===== config.mk =====
export PLATFORM = sky130hd
export DESIGN_NAME = rf_wbck_ctrl
export DESIGN_NICKNAME = d
export VERILOG_FILES = /design/src/rtl/rf_wbck_ctrl.sv
export SDC_FILE = /design/constraint.sdc
export NUM_CORES = 1
export LEC_CHECK = 0
export CORE_MARGIN = 2
export CORE_UTILIZATION = 30
export DETAILED_ROUTE_END_ITERATION = 16
export PLACE_DENSITY = 0.79
export REMOVE_ABC_BUFFERS = 1
export SYNTH_ARGS = -nofsm -noshare
export SYNTH_HDL_FRONTEND = slang
export SYNTH_SLANG_ARGS = --single-unit

===== constraint.sdc =====
create_clock -name clk -period 2 [get_ports clk]
set_input_delay 0.4 -clock clk [delete_from_list [all_inputs] [get_ports clk]]
set_output_delay 0.4 -clock clk [all_outputs]
set_load 0.01 [all_outputs]

===== src/rtl/rf_wbck_ctrl.sv =====
// -----------------------------------------------------------------------------
// rf_wbck_ctrl
//
// Write-back controller and outstanding-instruction scoreboard for the
// 32-entry integer regfile.
//
// - Owns the regfile's single write port. The long-pipe path (LSU/MULDIV)
//   always wins over the single-cycle ALU path.
// - Keeps an in-order table of outstanding long-pipe instructions (OITF).
//   Dispatch uses it to detect RAW and WAW hazards against destinations that
//   are still in flight.
//
// Compile-time option:
//   RF_WBCK_WAW_CHK_EN  defined   : dep_waw_o compares rd against the OITF.
//                       undefined : dep_waw_o is tied to 0 and the rd
//                                   comparators are not built.
//
// Ports:
//   clk, rst_n          clock; asynchronous active-low reset
//   disp_alc_*          allocate an OITF entry for a long-pipe op;
//                       disp_alc_ptr_o is the entry's tag
//   disp_rs1/rs2/rd_*   operand indices checked for hazards
//   dep_raw_o           a source matches an in-flight destination
//   dep_waw_o           the destination matches an in-flight destination
//   oitf_empty_o        no long-pipe ops outstanding
//   alu_wbck_*          ALU write-back request/response
//   lng_wbck_*          long-pipe completion for the head entry
//   wbck_dest_*         regfile write port
// -----------------------------------------------------------------------------
module rf_wbck_ctrl #(
   parameter int unsigned OITF_DEPTH  = 2,
   parameter int unsigned RFIDX_WIDTH = 5,
   parameter int unsigned XLEN        = 32,
   localparam int unsigned PtrW       = (OITF_DEPTH > 1) ? $clog2(OITF_DEPTH) : 1
) (
   input  logic                   clk,
   input  logic                   rst_n,

   // OITF allocation from dispatch
   input  logic                   disp_alc_vld_i,
   output logic                   disp_alc_rdy_o,
   input  logic                   disp_alc_rdwen_i,
   input  logic [RFIDX_WIDTH-1:0] disp_alc_rdidx_i,
   output logic [PtrW-1:0]        disp_alc_ptr_o,

   // Hazard check
   input  logic                   disp_rs1_en_i,
   input  logic                   disp_rs2_en_i,
   input  logic                   disp_rd_en_i,
   input  logic [RFIDX_WIDTH-1:0] disp_rs1_idx_i,
   input  logic [RFIDX_WIDTH-1:0] disp_rs2_idx_i,
   input  logic [RFIDX_WIDTH-1:0] disp_rd_idx_i,
   output logic                   dep_raw_o,
   output logic                   dep_waw_o,
   output logic                   oitf_empty_o,

   // ALU write-back
   input  logic                   alu_wbck_vld_i,
   output logic                   alu_wbck_rdy_o,
   input  logic [RFIDX_WIDTH-1:0] alu_wbck_idx_i,
   input  logic [XLEN-1:0]        alu_wbck_data_i,

   // Long-pipe write-back
   input  logic                   lng_wbck_vld_i,
   output logic                   lng_wbck_rdy_o,
   input  logic [PtrW-1:0]        lng_wbck_itag_i,
   input  logic [XLEN-1:0]        lng_wbck_data_i,

   // Regfile write port
   output logic                   wbck_dest_wen_o,
   output logic [RFIDX_WIDTH-1:0] wbck_dest_idx_o,
   output logic [XLEN-1:0]        wbck_dest_data_o
);

   // ---------------------------------------------------------------------------
   // OITF storage and pointers
   // ---------------------------------------------------------------------------
   // Pointers carry one extra wrap bit so full and empty are distinguishable
   // without a separate occupancy counter.
   logic [PtrW:0]            wptr_q, wptr_d;
   logic [PtrW:0]            rptr_q, rptr_d;

   logic [OITF_DEPTH-1:0]    vld_q, vld_d;
   logic [OITF_DEPTH-1:0]    rdwen_q, rdwen_d;
   logic [RFIDX_WIDTH-1:0]   rdidx_q [OITF_DEPTH];
   logic [RFIDX_WIDTH-1:0]   rdidx_d [OITF_DEPTH];

   logic [PtrW-1:0]          wr_idx;
   logic [PtrW-1:0]          rd_idx;
   logic                     empty;
   logic                     full;
   logic                     alc_fire;
   logic                     ret_fire;

   localparam logic [PtrW:0] PtrOne = {{PtrW{1'b0}}, 1'b1};

   assign wr_idx = wptr_q[PtrW-1:0];
   assign rd_idx = rptr_q[PtrW-1:0];

   assign empty  = (wptr_q == rptr_q);
   assign full   = (wr_idx == rd_idx) && (wptr_q[PtrW] != rptr_q[PtrW]);

   // Allocation looks only at the current fill level: a retire in the same
   // cycle does not free the slot until the next cycle.
   assign alc_fire = disp_alc_vld_i & ~full;
   assign ret_fire = lng_wbck_vld_i & ~empty;

   assign disp_alc_rdy_o = ~full;
   assign disp_alc_ptr_o = wr_idx;
   assign oitf_empty_o   = empty;
   assign lng_wbck_rdy_o = ~empty;

   always_comb begin
      wptr_d  = wptr_q;
      rptr_d  = rptr_q;
      vld_d   = vld_q;
      rdwen_d = rdwen_q;
      rdidx_d = rdidx_q;

      // Retire and allocate never address the same slot: that would need the
      // table to be simultaneously full (no allocate) and empty (no retire).
      if (ret_fire) begin
         vld_d[rd_idx] = 1'b0;
         rptr_d        = rptr_q + PtrOne;
      end

      if (alc_fire) begin
         vld_d[wr_idx]   = 1'b1;
         rdwen_d[wr_idx] = disp_alc_rdwen_i;
         rdidx_d[wr_idx] = disp_alc_rdidx_i;
         wptr_d          = wptr_q + PtrOne;
      end
   end

   always_ff @(posedge clk or negedge rst_n) begin
      if (!rst_n) begin
         wptr_q  <= '0;
         rptr_q  <= '0;
         vld_q   <= '0;
         rdwen_q <= '0;
         for (int i = 0; i < OITF_DEPTH; i++) begin
            rdidx_q[i] <= '0;
         end
      end else begin
         wptr_q  <= wptr_d;
         rptr_q  <= rptr_d;
         vld_q   <= vld_d;
         rdwen_q <= rdwen_d;
         for (int i = 0; i < OITF_DEPTH; i++) begin
            rdidx_q[i] <= rdidx_d[i];
         end
      end
   end

   // ---------------------------------------------------------------------------
   // Hazard check
   // ---------------------------------------------------------------------------
   // An entry can cause a hazard only if it is valid, writes rd, and rd is not
   // x0 (writes to x0 are discarded, so nothing ever waits on them).
   logic [OITF_DEPTH-1:0] ent_live;

   for (genvar g = 0; g < OITF_DEPTH; g++) begin : g_live
      assign ent_live[g] = vld_q[g] & rdwen_q[g] & (rdidx_q[g] != '0);
   end

   logic raw_hit;

   always_comb begin
      raw_hit = 1'b0;
      for (int i = 0; i < OITF_DEPTH; i++) begin
         if (ent_live[i]) begin
            if (disp_rs1_en_i && (disp_rs1_idx_i == rdidx_q[i])) raw_hit = 1'b1;
            if (disp_rs2_en_i && (disp_rs2_idx_i == rdidx_q[i])) raw_hit = 1'b1;
         end
      end
   end

   assign dep_raw_o = raw_hit;

`ifdef RF_WBCK_WAW_CHK_EN
   logic waw_hit;

   always_comb begin
      waw_hit = 1'b0;
      for (int i = 0; i < OITF_DEPTH; i++) begin
         if (ent_live[i] && disp_rd_en_i && (disp_rd_idx_i == rdidx_q[i])) begin
            waw_hit = 1'b1;
         end
      end
   end

   assign dep_waw_o = waw_hit;
`else
   // Without the WAW check dispatch must serialise same-rd long-pipe ops.
   logic unused_rd_chk;

   assign dep_waw_o     = 1'b0;
   assign unused_rd_chk = disp_rd_en_i ^ (^disp_rd_idx_i);
`endif

   // ---------------------------------------------------------------------------
   // Write-back arbitration: long-pipe over ALU
   // ---------------------------------------------------------------------------
   // The completing op is always the head; the tag only exists for the
   // producer's benefit and is not cross-checked here.
   logic unused_itag;

   assign unused_itag = ^lng_wbck_itag_i;

   logic lng_sel;

   assign lng_sel        = lng_wbck_vld_i & ~empty;
   assign alu_wbck_rdy_o = ~lng_sel;

   always_comb begin
      if (lng_sel) begin
         wbck_dest_wen_o  = rdwen_q[rd_idx] & (rdidx_q[rd_idx] != '0);
         wbck_dest_idx_o  = rdidx_q[rd_idx];
         wbck_dest_data_o = lng_wbck_data_i;
      end else begin
         // x0 writes still handshake; only the regfile enable is suppressed.
         wbck_dest_wen_o  = alu_wbck_vld_i & (alu_wbck_idx_i != '0);
         wbck_dest_idx_o  = alu_wbck_idx_i;
         wbck_dest_data_o = alu_wbck_data_i;
      end
   end

endmodule


==> results of run 1 <==
layer usage:
metal / GRT usage, % / routed length (um) / share of wire (%)
met1: 21.2 / 2320 / 36
met5: 0 / 0 / 0
met2: 39.0 / 3480 / 55
met3: 4.98 / 405 / 6.4
met4: 6.91 / 163 / 2.6
layout by cell type (no fill, tap or decap), types with 2 or more instances in the layout:
cell type and instances:
o21ai_1 3, buf_4 25, or4_4 2, o21ai_4 2, xor2_2 2, inv_1 2, nand2_1 8, buf_6 39
dlygate4sd2_1 8, nand2_2 3, xor2_1 17, mux2_4 38, xnor2_1 6, dlymetal6s2s_1 3, nor4_1 4, a32oi_1 2
o21ai_2 2, mux2i_1 5, nor2_1 2, and2_1 2, buf_2 6, clkbuf_8 4, xnor2_2 2, dfrtp_1 18
mux2_2 6, buf_12 5, clkbuf_16 3, o211ai_1 2, o21ai_0 3, clkdlybuf4s50_1 83
how the worst max path moves through the flow:
stage	cells past startpoint	endpoint	startpoint	slack, ns
floorplan	3	wbck_dest_idx_o[0]	rptr_q[0]	-1.78
global placement	6	dep_raw_o	disp_rs2_idx_i[4]	-0.56
detailed placement	6	dep_raw_o	disp_rs2_idx_i[4]	-0.62
CTS	7	wbck_dest_data_o[18]	rptr_q[1]	-0.32
global route	6	wbck_dest_data_o[28]	rptr_q[0]	-0.30
finish	6	wbck_dest_data_o[28]	rptr_q[0]	-0.26
Yosys cell counts, drive strengths merged:
master / number
mux2i: 5
o22ai: 1
a22oi: 1
xor2: 19
nor3: 1
a32oi: 2
xnor2: 8
and2: 2
or2: 1
or4: 2
inv: 2
nand3: 2
mux2: 44
dfrtp: 18
conb: 1
nor2: 2
buf: 8
nor4: 4
o21ai: 10
nand2: 12
o211ai: 2
a31oi: 1
cell type report:
cell class / count / area, um2
multi-input cells: 120 / 1240
flip-flops and latches: 18 / 450
fillers: 350 / 1400
repair buffers: 174 / 1800
well taps: 70 / 87.6
clock buffers: 4 / 55.1
inverters: 2 / 7.51
diodes: 1 / 2.50
metrics by stage:
stage	setup TNS (ns)	setup slack, ns	util, %	hold slack [ns]
finish	-8.31	-0.259	72.3	0.460
global route	-10.02	-0.296	72.3	0.500
detailed placement	-16.06	-0.623	62.4	0.502
floorplan	-70.78	-1.78	-	0.104
CTS	-8.64	-0.320	68.8	0.475
global placement	-15.59	-0.556	62.4	0.490
power by group through the flow:
stage          clock, mW  combinational, mW  sequential [mW]
5_1_grt            0.324               4.24            0.799
3_3_place_gp           0               3.07            0.751
6_report           0.311               4.02            0.778
4_1_cts            0.313               3.68            0.774
3_5_place_dp           0               3.10            0.761
2_1_floorplan          0               1.47            0.794
cells by family after synthesis:
logic type	share of synthesized area, %
flip-flops	29.0
AND/OR/NAND/NOR	8.45
multiplexers	36.6
XOR/XNOR	15.2
buffers and inverters	3.95
other	0.241
AO/OA/AOI/OAI	6.60
state kept, by name, indices dropped and copies added, names as in the netlist:
signal and cells:
rdidx_q 10, rdwen_q 2, rptr_q 2, vld_q 2
wptr_q 2
what timing repair did:
| item | 4_1_cts | 5_1_grt |
|---|---|---|
| gates resized for setup | 241 | 30 |
| endpoints found under the setup margin | 43 | 40 |
| pin swaps | 13 | 13 |
| setup buffers | 8 | 6 |
| hold buffers | 0 | 0 |
| cloned | 2 | 3 |
==> flow_summary.yaml, run 1 <==
outcome:
  run_status: "finished with violations"
  failed_checks: "negative setup slack"
timing:
  count_of_final_hold_check_violations: 0
  worst_slack_ns: -0.259
  finalSetupViolations: 39
  rsz0062_at_grt: "yes"
  fmax_ghz: 0.443
  post-route-min-period_ns: 2.26
  finalClockSkew_ns: 0.00698
  fin_crit_sh_pct: 113
  report.final.slew_viol_count: 0
placement:
  post_dp_cell_area_um2: 3150
  dpl.cell_count: 368
  dp_hpwl_mm: 4.54
  quantity_of_i_o_buffers_inserted_on_ports: 135
  placer_s_final_routability_congestion_estimate: 0.811
worst_setup_path:
  worst_path_dominant_cell_family: "buffers and inverters"
  cpPeakStageDelay_ns: 0.42
  crit_path_max_fanout: 7
  start_kind: "register"
  sequence_of_cells_on_the_critical_path: "xor2_2, o21ai_4, buf_12, clkbuf_16, mux2_4, buf_6"
  reg2reg_slack_ns: 0.07
  worst-endpoint-required_ns: 1.60
  worstReg2RegStart: "rptr_q[0]"
  critical-path-slowest-cell: "dfrtp_1"
  critPathBufInv: 3
  crit_arrival_ns: 1.86
  reg_to_reg_critical_path_endpoint: "rdidx_q[5]"
  critical_path.endpoint_type: "primary output"
  reg2reg_depth: 6
  category_of_the_most_critical_setup_path: "reg -> out"
pwr:
  p_leak_nw: 1.73
  switching_power_mw: 1.91
  clock_share_of_power_pct: 6.1
  power.share.sequential_pct: 15.2
  peakVddDrop_v: 0.000841
  power.switching_fraction_pct: 37.3
  cellPowerDensity_nw_per_um2: 1400
  power_internal_mw: 3.20
  fin_total_pwr_mw: 5.11
  pwr-share-comb_pct: 78.7
layout:
  drive_above_1_share_pct: 44.7
  area_growth_pct: 134
  layoutNonFillerInstCount: 389
  final_area_um2: 3640
  fin_nets: 418
floorplan:
  die_ht_um: 76.0
  die-width_um: 76.0
  top_level_ports: 144
  die_footprint_um2: 5770
  floorplan.rows: 26
  coreArea_um2: 5040
  initial_core_util_pct: 30.8
yosys:
  netlist.top_cell.by_area: "dfrtp_1"
  synth_seq_cells: 18
  netlist_area_um2: 1550
  synth_top_cell_area_share_pct: 29.0
  synthesis.area_per_instance_um2: 10.5
  seq_area_frac_synth_pct: 29.0
  synth.area.top_cells: "dfrtp_1, mux2_2, xor2_1, mux2_4, xnor2_1"
  postSynthCellCount: 148
  synth-warning-count: 0
  yosysUniqueCellTypes: 27
clock_network:
  ctsRootBufferMaster: "clkbuf_8"
  cts_tree: "built"
  cts-buffers-inserted: 3
  htree_num_levels: 1
  path_clk_slew_ns: 0.08
  clock_tree_buf_depth: 2
  clock_sinks: 18
  clk_latency_ns: 0.27
global_route:
  grt.overflow.total: 0
  antenna_found_initial: 1
  grt_pass1_vias: 1928
  grt_first_pass_wirelength_mm: 9.34
  gr-usage-all-layers_pct: 20.2
  grt_start_max_net_pins: 19
route:
  detail_route.vias_per_cell: 4.72
  drt_drc_violations_left: 0
  vias: 1838
  drt-initial-drc-count: 69
  wl_per_cell_um: 16.4
  drtPass1Iterations: 4
  antenna_violating_nets_post_route: 0
  wirelength_mm: 6.37
job:
  drv_cap: 0
worst_hold_path:
  worst_hold_check_path_type: "in -> async"
Note: power is estimated with default switching activity, not from simulation.
==> run 2, diff against run 1 <==
--- a/config.mk
+++ b/config.mk
@@ -5,6 +5,7 @@
 export SDC_FILE = /design/constraint.sdc
 export NUM_CORES = 1
 export LEC_CHECK = 0
+export CORE_ASPECT_RATIO = 0.7
 export CORE_MARGIN = 2
 export CORE_UTILIZATION = 30
 export DETAILED_ROUTE_END_ITERATION = 16
==> run 2 against run 1 <==
  * The flow still finishes with violations (negative setup slack)
  * Maximum frequency grew 2.1%
  * Critical path type unchanged
  * Sequential cell count is the same
  * Critical path depth is the same
  * First-iteration DRC count shrank 29%
==> flow_summary.yaml, run 2 (synthesized netlist as in run 1, its figures left out) <==
global_route:
  grt_pass1_vias: 1882
  gr-usage-all-layers_pct: 21.0
  grt.overflow.total: 0
  grt_start_max_net_pins: 19
  grt_first_pass_wirelength_mm: 9.52
  antenna_found_initial: 0
worst_setup_path:
  critical-path-slowest-cell: "dfrtp_1"
  crit_arrival_ns: 1.81
  category_of_the_most_critical_setup_path: "reg -> out"
  sequence_of_cells_on_the_critical_path: "xor2_2, o21ai_4, buf_12, clkbuf_16, mux2_4, buf_6"
  worst-endpoint-required_ns: 1.60
  critical_path.endpoint_type: "primary output"
  worst_path_dominant_cell_family: "buffers and inverters"
  crit_path_max_fanout: 6
  start_kind: "register"
  cpPeakStageDelay_ns: 0.41
  critPathBufInv: 3
timing:
  worst_slack_ns: -0.213
  rsz0062_at_grt: "yes"
  worst-slew-pin-transition_ns: 0.501
  slew-limit-headroom_pct: 66.6
  report.final.slew_viol_count: 0
  fmax_ghz: 0.452
  count_of_final_hold_check_violations: 0
  finalSetupViolations: 38
  post-route-min-period_ns: 2.21
  finalClockSkew_ns: 0.00471
  fin_crit_sh_pct: 111
floorplan:
  die_ht_um: 64.2
  floorplan.rows: 21
  die-width_um: 90.0
  top_level_ports: 144
  initial_core_util_pct: 31.8
  coreArea_um2: 4890
  die_footprint_um2: 5780
placement:
  pre_cts_slack_ns: -0.658
  dp_hpwl_mm: 4.90
  post_dp_cell_area_um2: 3140
  placer_s_final_routability_congestion_estimate: 0.882
  dpl.cell_count: 366
  quantity_of_i_o_buffers_inserted_on_ports: 135
route:
  detail_route.vias_per_cell: 4.69
  vias: 1801
  antenna_violating_nets_post_route: 0
  drt_drc_violations_left: 0
  wl_per_cell_um: 17.5
  wirelength_mm: 6.71
  drtPass1Iterations: 4
  drt-initial-drc-count: 49
layout:
  layoutNonFillerInstCount: 384
  drive_above_1_share_pct: 44.8
  fin_nets: 415
  layout_common_cells: "clkdlybuf4s50_1, mux2_4, buf_6"
  top_register: "rdidx_q"
  fillCellCount: 360
  largest_register_ffs: 10
  final_area_um2: 3590
  mostFrequentLayoutCell: "clkdlybuf4s50_1"
  antenna_cells_inserted: 0
  area_growth_pct: 131
outcome:
  failed_checks: "negative setup slack"
  run_status: "finished with violations"
clock_network:
  path_clk_slew_ns: 0.07
  clock_sinks: 18
  cts-buffers-inserted: 3
  clock_tree_buf_depth: 2
  ctsRootBufferMaster: "clkbuf_8"
  htree_num_levels: 1
  cts_tree: "built"
  post_cts_hold_buffer_count: 0
  clk_latency_ns: 0.27
job:
  drv_cap: 0
worst_hold_path:
  worst_hold_check_path_type: "in -> async"
pwr:
  peakVddDrop_v: 0.000860
  fin_total_pwr_mw: 5.02
  cellPowerDensity_nw_per_um2: 1400
  p_leak_nw: 1.68
## run 2: metal layers
layer	wire, um	track usage [%]
met1	2900	26.9
met2	3370	36.4
met3	414	7.19
met4	19	0.577
met5	0	0
## run 2: final timing paths
path | startpoint | end | slack (ns) | cells after the start
min in group clk | vld_q[1] | vld_q[1] | 0.52 | 2
max | rptr_q[0] | wbck_dest_data_o[22] | -0.21 | 6
max in group asynchronous | rst_n | rdidx_q[7] | 1.33 | 2
min reg2reg | vld_q[1] | vld_q[1] | 0.52 | 2
min | rst_n | vld_q[0] | 0.46 | 2
max reg2reg | wptr_q[1] | rdidx_q[7] | 0.11 | 6
## run 2: power by group
group | switching (mW) | internal [mW]
logic | 1.57 | 2.35
registers | 0.230 | 0.559
clock network | 0.133 | 0.176
## run 2: repair_timing
action | 4_1_cts | 5_1_grt
endpoints found under the setup margin | 43 | 40
resized for setup | 242 | 30
cloned | 2 | 2
pin swaps | 9 | 8
setup buffers | 7 | 5
## run 2: area by class of cell
class	count	area (um2)	share of cell area, %
multi-input cells	120	1260	35.1
inverters	2	7.51	0.209
flip-flops and latches	18	450	12.5
clock buffers	4	55.1	1.53
well taps	69	86.3	2.40
repair buffers	171	1730	48.3
## run 2: per-stage QoR
stage | TNS, ns | hold slack [ns] | utilization, %
after global routing | -8.94 | 0.494 | 73.5
after floorplan | -70.78 | 0.104 | -
after detailed placement | -15.90 | 0.505 | 64.2
after CTS | -8.34 | 0.482 | 70.6
final | -7.02 | 0.464 | 73.5
after global placement | -15.81 | 0.501 | 64.2
